`config.mk`:
```
export PLATFORM = sky130hd
export DESIGN_NAME = regfile_ctrl_flat
export DESIGN_NICKNAME = d
export VERILOG_FILES = /design/src/rtl/rfc_pkg.sv /design/src/rtl/regfile_ctrl_if.sv /design/src/rtl/rfc_rr_arbiter.sv /design/src/rtl/regfile_ctrl.sv /design/src/flat_wrapper.sv
export SDC_FILE = /design/constraint.sdc
export NUM_CORES = 1
export LEC_CHECK = 0
export ABC_AREA = 1
export BUFFER_PORTS_ARGS = -buffer_cell sky130_fd_sc_hd__buf_2
export CORE_ASPECT_RATIO = 1.2
export CORE_MARGIN = 5
export CORE_UTILIZATION = 40
export CTS_CLUSTER_DIAMETER = 50
export DETAILED_ROUTE_END_ITERATION = 16
export PLACE_DENSITY_LB_ADDON = 0.15
export SKIP_LAST_GASP = 1
export SLEW_MARGIN = 40
export SYNTH_ARGS = -nofsm -noshare
export SYNTH_HDL_FRONTEND = slang
export SYNTH_SLANG_ARGS = --single-unit
```
`constraint.sdc`:
```
create_clock -name clk -period 3.4 [get_ports clk]
set_input_delay 0.68 -clock clk [delete_from_list [all_inputs] [get_ports clk]]
set_output_delay 0.68 -clock clk [all_outputs]
set_load 0.1 [all_outputs]
```
`src/rtl/rfc_pkg.sv`:
```
// rfc_pkg: shared widths, port count and FSM state encoding for regfile_ctrl.
package rfc_pkg;
  localparam int NPORT = 2;
  localparam int RF_AW = 3;
  localparam int RF_DW = 8;
  typedef logic [1:0] state_t;
  localparam state_t IDLE  = 2'd0;
  localparam state_t BYTE0 = 2'd1;
  localparam state_t BYTE1 = 2'd2;
  localparam state_t RESP  = 2'd3;
endpackage

```
`src/rtl/regfile_ctrl_if.sv`:
```
// regfile_ctrl_if: two-requester request/grant/response bus of regfile_ctrl.
interface regfile_ctrl_if;
  import rfc_pkg::*;
  logic [NPORT-1:0]   req_valid;
  logic [NPORT-1:0]   req_wr;
  logic [NPORT-1:0]   req_wide;
  logic [RF_AW-1:0]   req_addr [NPORT];
  logic [2*RF_DW-1:0] req_wdata [NPORT];
  logic [NPORT-1:0]   gnt;
  logic [NPORT-1:0]   rsp_valid;
  logic [2*RF_DW-1:0] rsp_rdata;
  modport master (output req_valid, req_wr, req_wide, req_addr, req_wdata,
                  input gnt, rsp_valid, rsp_rdata);
  modport slave (input req_valid, req_wr, req_wide, req_addr, req_wdata,
                 output gnt, rsp_valid, rsp_rdata);
endinterface

```
`src/rtl/rfc_rr_arbiter.sv`:
```
// rfc_rr_arbiter: 2-way grant; round-robin by default, fixed priority (port 0)
// when RFC_FIXED_PRIO_EN is defined.
module rfc_rr_arbiter (
  input  logic       clk,
  input  logic       rst_n,
  input  logic       en,
  input  logic [1:0] req,
  output logic [1:0] gnt
);
`ifdef RFC_FIXED_PRIO_EN
  assign gnt = en ? {req[1] & ~req[0], req[0]} : 2'b00;
`else
  logic last;
  logic pick1;
  // port 1 wins a tie only when port 0 was granted last
  assign pick1 = req[1] & (~req[0] | ~last);
  assign gnt   = en ? {pick1, req[0] & ~pick1} : 2'b00;
  always_ff @(posedge clk or negedge rst_n)
    if (!rst_n) last <= 1'b1;
    else if (|gnt) last <= gnt[1];
`endif
endmodule

```
`src/rtl/regfile_ctrl.sv`:
```
// regfile_ctrl: arbitrates two requesters and sequences narrow/wide accesses onto
// an 8x8 register file. Arbitration mode selected by RFC_FIXED_PRIO_EN.
module regfile_ctrl
  import rfc_pkg::*;
(
  input  logic             clk,
  input  logic             rst_n,
  regfile_ctrl_if.slave    bus,
  output logic             busy,
  output logic [RF_AW-1:0] rf_s_in,
  output logic [RF_AW-1:0] rf_s_out,
  output logic [RF_DW-1:0] rf_d_in,
  output logic             rf_write_en,
  output logic             rf_out_en,
  input  logic [RF_DW-1:0] rf_d_out
);
  state_t             state, nxt;
  logic               owner, wr, wide, sel, acc;
  logic [RF_AW-1:0]   addr, a;
  logic [2*RF_DW-1:0] wdata, rdata;

  rfc_rr_arbiter u_arb (
    .clk  (clk),
    .rst_n(rst_n),
    .en   (state == IDLE && rst_n),
    .req  (bus.req_valid),
    .gnt  (bus.gnt)
  );

  assign sel = bus.gnt[1];

  always_comb begin
    nxt = state == IDLE  ? (|bus.gnt ? BYTE0 : IDLE) :
          state == BYTE0 ? (wide ? BYTE1 : RESP) :
          state == BYTE1 ? RESP : IDLE;
    acc = state == BYTE0 || state == BYTE1;
    a = state == BYTE1 ? {addr[RF_AW-1:1], 1'b1} :
        wide ? {addr[RF_AW-1:1], 1'b0} : addr;
    rf_write_en = acc & wr;
    rf_out_en   = acc & ~wr;
    rf_s_in  = rf_write_en ? a : '0;
    rf_s_out = rf_out_en ? a : '0;
    rf_d_in  = rf_write_en ? (state == BYTE1 ? wdata[2*RF_DW-1:RF_DW] : wdata[RF_DW-1:0]) : '0;
  end

  assign busy          = state != IDLE;
  assign bus.rsp_valid = state == RESP ? {owner, ~owner} : 2'b00;
  assign bus.rsp_rdata = rdata;

  always_ff @(posedge clk or negedge rst_n)
    if (!rst_n) begin
      state <= IDLE;
      owner <= 1'b0;
      wr    <= 1'b0;
      wide  <= 1'b0;
      addr  <= '0;
      wdata <= '0;
      rdata <= '0;
    end else begin
      state <= nxt;
      // capture register is cleared on grant so writes respond with zero
      if (state == IDLE && |bus.gnt) begin
        owner <= sel;
        wr    <= bus.req_wr[sel];
        wide  <= bus.req_wide[sel];
        addr  <= bus.req_addr[sel];
        wdata <= bus.req_wdata[sel];
        rdata <= '0;
      end
      if (rf_out_en && state == BYTE0) rdata[RF_DW-1:0] <= rf_d_out;
      if (rf_out_en && state == BYTE1) rdata[2*RF_DW-1:RF_DW] <= rf_d_out;
    end
endmodule

```
`src/flat_wrapper.sv`:
```
// flat-port wrapper written by rule: the top's interface ports become plain ports
module regfile_ctrl_flat import rfc_pkg::*;
  (clk, rst_n, busy, rf_s_in, rf_s_out, rf_d_in, rf_write_en, rf_out_en, rf_d_out, bus_req_valid, bus_req_wr, bus_req_wide, bus_req_addr, bus_req_wdata, bus_gnt, bus_rsp_valid, bus_rsp_rdata);
  regfile_ctrl_if bus_i ();
  input  logic clk;
  input  logic rst_n;
  output logic busy;
  output logic [RF_AW-1:0] rf_s_in;
  output logic [RF_AW-1:0] rf_s_out;
  output logic [RF_DW-1:0] rf_d_in;
  output logic rf_write_en;
  output logic rf_out_en;
  input  logic [RF_DW-1:0] rf_d_out;
  input wire logic [$bits(bus_i.req_valid)-1:0] bus_req_valid;
  input wire logic [$bits(bus_i.req_wr)-1:0] bus_req_wr;
  input wire logic [$bits(bus_i.req_wide)-1:0] bus_req_wide;
  input wire logic [$bits(bus_i.req_addr)-1:0] bus_req_addr;
  input wire logic [$bits(bus_i.req_wdata)-1:0] bus_req_wdata;
  output wire logic [$bits(bus_i.gnt)-1:0] bus_gnt;
  output wire logic [$bits(bus_i.rsp_valid)-1:0] bus_rsp_valid;
  output wire logic [$bits(bus_i.rsp_rdata)-1:0] bus_rsp_rdata;
  assign bus_i.req_valid = bus_req_valid;
  assign bus_i.req_wr = bus_req_wr;
  assign bus_i.req_wide = bus_req_wide;
  assign bus_i.req_addr = {>>{bus_req_addr}};
  assign bus_i.req_wdata = {>>{bus_req_wdata}};
  assign bus_gnt = bus_i.gnt;
  assign bus_rsp_valid = bus_i.rsp_valid;
  assign bus_rsp_rdata = bus_i.rsp_rdata;
  regfile_ctrl u_core (.clk(clk), .rst_n(rst_n), .bus(bus_i), .busy(busy), .rf_s_in(rf_s_in), .rf_s_out(rf_s_out), .rf_d_in(rf_d_in), .rf_write_en(rf_write_en), .rf_out_en(rf_out_en), .rf_d_out(rf_d_out));
endmodule
```
==> key figures <==
Route
  – Post-route antenna net violation count: 0
  – Drt via density: ~5.2
  – Pre-Repair DR Iteration Count: 4
  – Routed wire length: between 6 and 7 mm
  – Initial DRC Count: 125
  – Routed wire per std cell: roughly 15 um
  – Via Count: between 2,000 and 2,500
  – Remaining DRCs: 0

Timing
  – Setup TNS: 0 ps
  – Final Slew Violations: 0
  – Worst Skew: 2.88 ps
  – Fin. Hold Viols: 0
  – Setup violators final: 0
  – RSZ-0062 raised after global routing: false
  – Max Freq: 365 MHz
  – Relative slew slack: 0.647
  – Tcrit/Tclk final: 0.806
  – Slew of the pin with the lowest slew margin: approximately 530 ps
  – Final period demand of the worst path: 2740 ps

Worst setup path
  – CP Capture Type: output pin
  – WS Path Type: reg -> out
  – Critical Path Source Type: flip-flop
  – CP arrival: around 2100 ps
  – Crit path required time: 2720 ps
  – Worst reg2reg path depth: 7
  – CP Max Fanout: 12

Global routing
  – Total grt overflow: 0
  – First-pass GRT wire length: 10.0 mm
  – Antenna violations before repair: 0
  – GR Util All Layers: 0.196
  – Largest net degree at the start of global routing: 42
  – Vias in the first global route: 2,063

Clocking
  – CTS sink count: a little over 40
  – Clk pin slew, worst setup/hold paths: 70 ps
  – Clock tree buffer depth: 2
  – H-tree Lvls: 2
  – TritonCTS clock tree: yes
  – Skew-Pair Late Insertion Delay: slightly below 300 ps
  – Root buf cell: clkbuf_8
  – CTS hold repair buffers: 0
  – Number of CTS-inserted buffers: 5
  – Cts repair resizes: 0
  – Setup bufs post-CTS: 0

Floorplanning
  – Core region area: 0.00497 mm2
  – Cell Rows: 28
  – DIE AREA: 0.00674 mm2
  – Die Wd: 75.8 um
  – Initial core utilization: 0.417
  – Floorplan die height: between 80 and 90 um
  – I/O Pins: 91

Final layout
  – Commonest cells after routing, fill and taps aside: buf_2 (88), nand2_1 (78), nand3_1 (64)
  – Area Overhead vs Synth: 28.6%
  – Layout cells sized above 1: 0.313
  – Fillers: 493
  – Commonest non-fill, non-tap cell in the layout: buf_2
  – Antenna diode count: 0
  – Nets@finish: 403
  – Final core occ: 0.536
  – Design Area, Final: 0.00267 mm2

Yosys
  – Ys async rst share: 1.00
  – Yosys warning total: 0
  – Post-synthesis sequential area ratio: 0.495
  – Number of synthesized flops with an enable pin: 0
  – Cells after synthesis: 261
  – Main synth FF type: dfrtp_1
  – Register bit total from synthesis: 41
  – Synthesized Nets: 319
  – Average size of a mapped cell: 7.95 um2
  – Distinct cells, synth: 19
  – Synthesized area: 0.00208 mm2

Min path
  – HP Class: reg -> reg
  – Hold depth: 2

Pwr
  – Pwr per Cell Area: roughly 1200 mW/mm2
  – Worst VDD drop: 690 uV
  – LEAKAGE: 1.49 nW
  – Total power: 3.11 mW

Place
  – Area after DPL: 0.00257 mm2
  – Detail Placement HPWL: 4.36 mm
  – GP Congestion: approximately 0.88
  – Port bufs: 90

Status
  – Status: completed

Run
  – Maxcap violations: 0
## stage by stage
stage,cells,hold slack (ps),setup WS (ps)
6_report,405,474,658
5_1_grt,405,512,483
4_1_cts,405,477,616
3_5_place_dp,398,465,943
3_3_place_gp,398,462,991
2_1_floorplan,261,384,200
## sequential cells by signal, indices dropped and copies added (netlist names)
| register | cells |
|---|---|
| u_core.addr | 3 |
| u_core.bus.rsp_rdata | 16 |
| u_core.owner | 1 |
| u_core.state | 2 |
| u_core.u_arb.last | 1 |
| u_core.wdata | 16 |
| u_core.wide | 1 |
| u_core.wr | 1 |
## Yosys cell counts (2+ instances only)
cell type / instances / area, um2
nor2_1: 7 / 26.3
a21oi_1: 10 / 50.1
buf_2: 13 / 65.1
buf_4: 2 / 15.0
nand4_1: 16 / 100
nand2_1: 78 / 293
inv_1: 15 / 56.3
ha_1: 4 / 50.1
dfrtp_1: 40 / 1000
nand3_1: 64 / 320
nand2_2: 4 / 25.0
## logic make-up after synthesis
kind of cell | share of synthesized area
AOI/OAI and AO/OA | 0.0301
DFF | 0.495
buffers and inverters | 0.0693
adders and majority gates | 0.0241
and+or+nand+nor | 0.382
## layout make-up
type	instances	area, um2	share of cell area
timing repair buffer	93	503	0.188
tap	60	75.1	0.0281
inverter	16	60.1	0.0225
multi-input combinational	188	917	0.344
sequential	41	1030	0.385
clock buffer	7	86.3	0.0323
## power by group
part	internal [mW]	total [mW]	switching, mW
Sequential	0.695	0.818	0.123
Clock	0.161	0.321	0.160
Combinational	0.347	1.97	1.63
## worst max-delay path: stages (launching register included)
cell     delay, ps
dfrtp_1        380
inv_1           80
ha_1           320
nand2_1        280
a21oi_1        240
buf_2          460
## path summary, 6_finish.rpt
kind | endpoint | slack, ps | startpoint
max | rf_d_in[6] | 660 | u_core.state[1]
min | u_core.u_arb.last | 470 | u_core.u_arb.last
max reg2reg | u_core.wdata[9] | 1570 | u_core.state[1]
min reg2reg | u_core.u_arb.last | 470 | u_core.u_arb.last
max in group asynchronous | u_core.u_arb.last | 2530 | rst_n
min in group asynchronous | u_core.wdata[5] | 490 | rst_n
## routing by layer
metal	track usage	part of all wire
met2	0.301	0.49
met3	0.0562	0.091
met1	0.259	0.41
met5	0	0
met4	0.0763	0.018
Note: power is estimated with default switching activity, not from simulation.
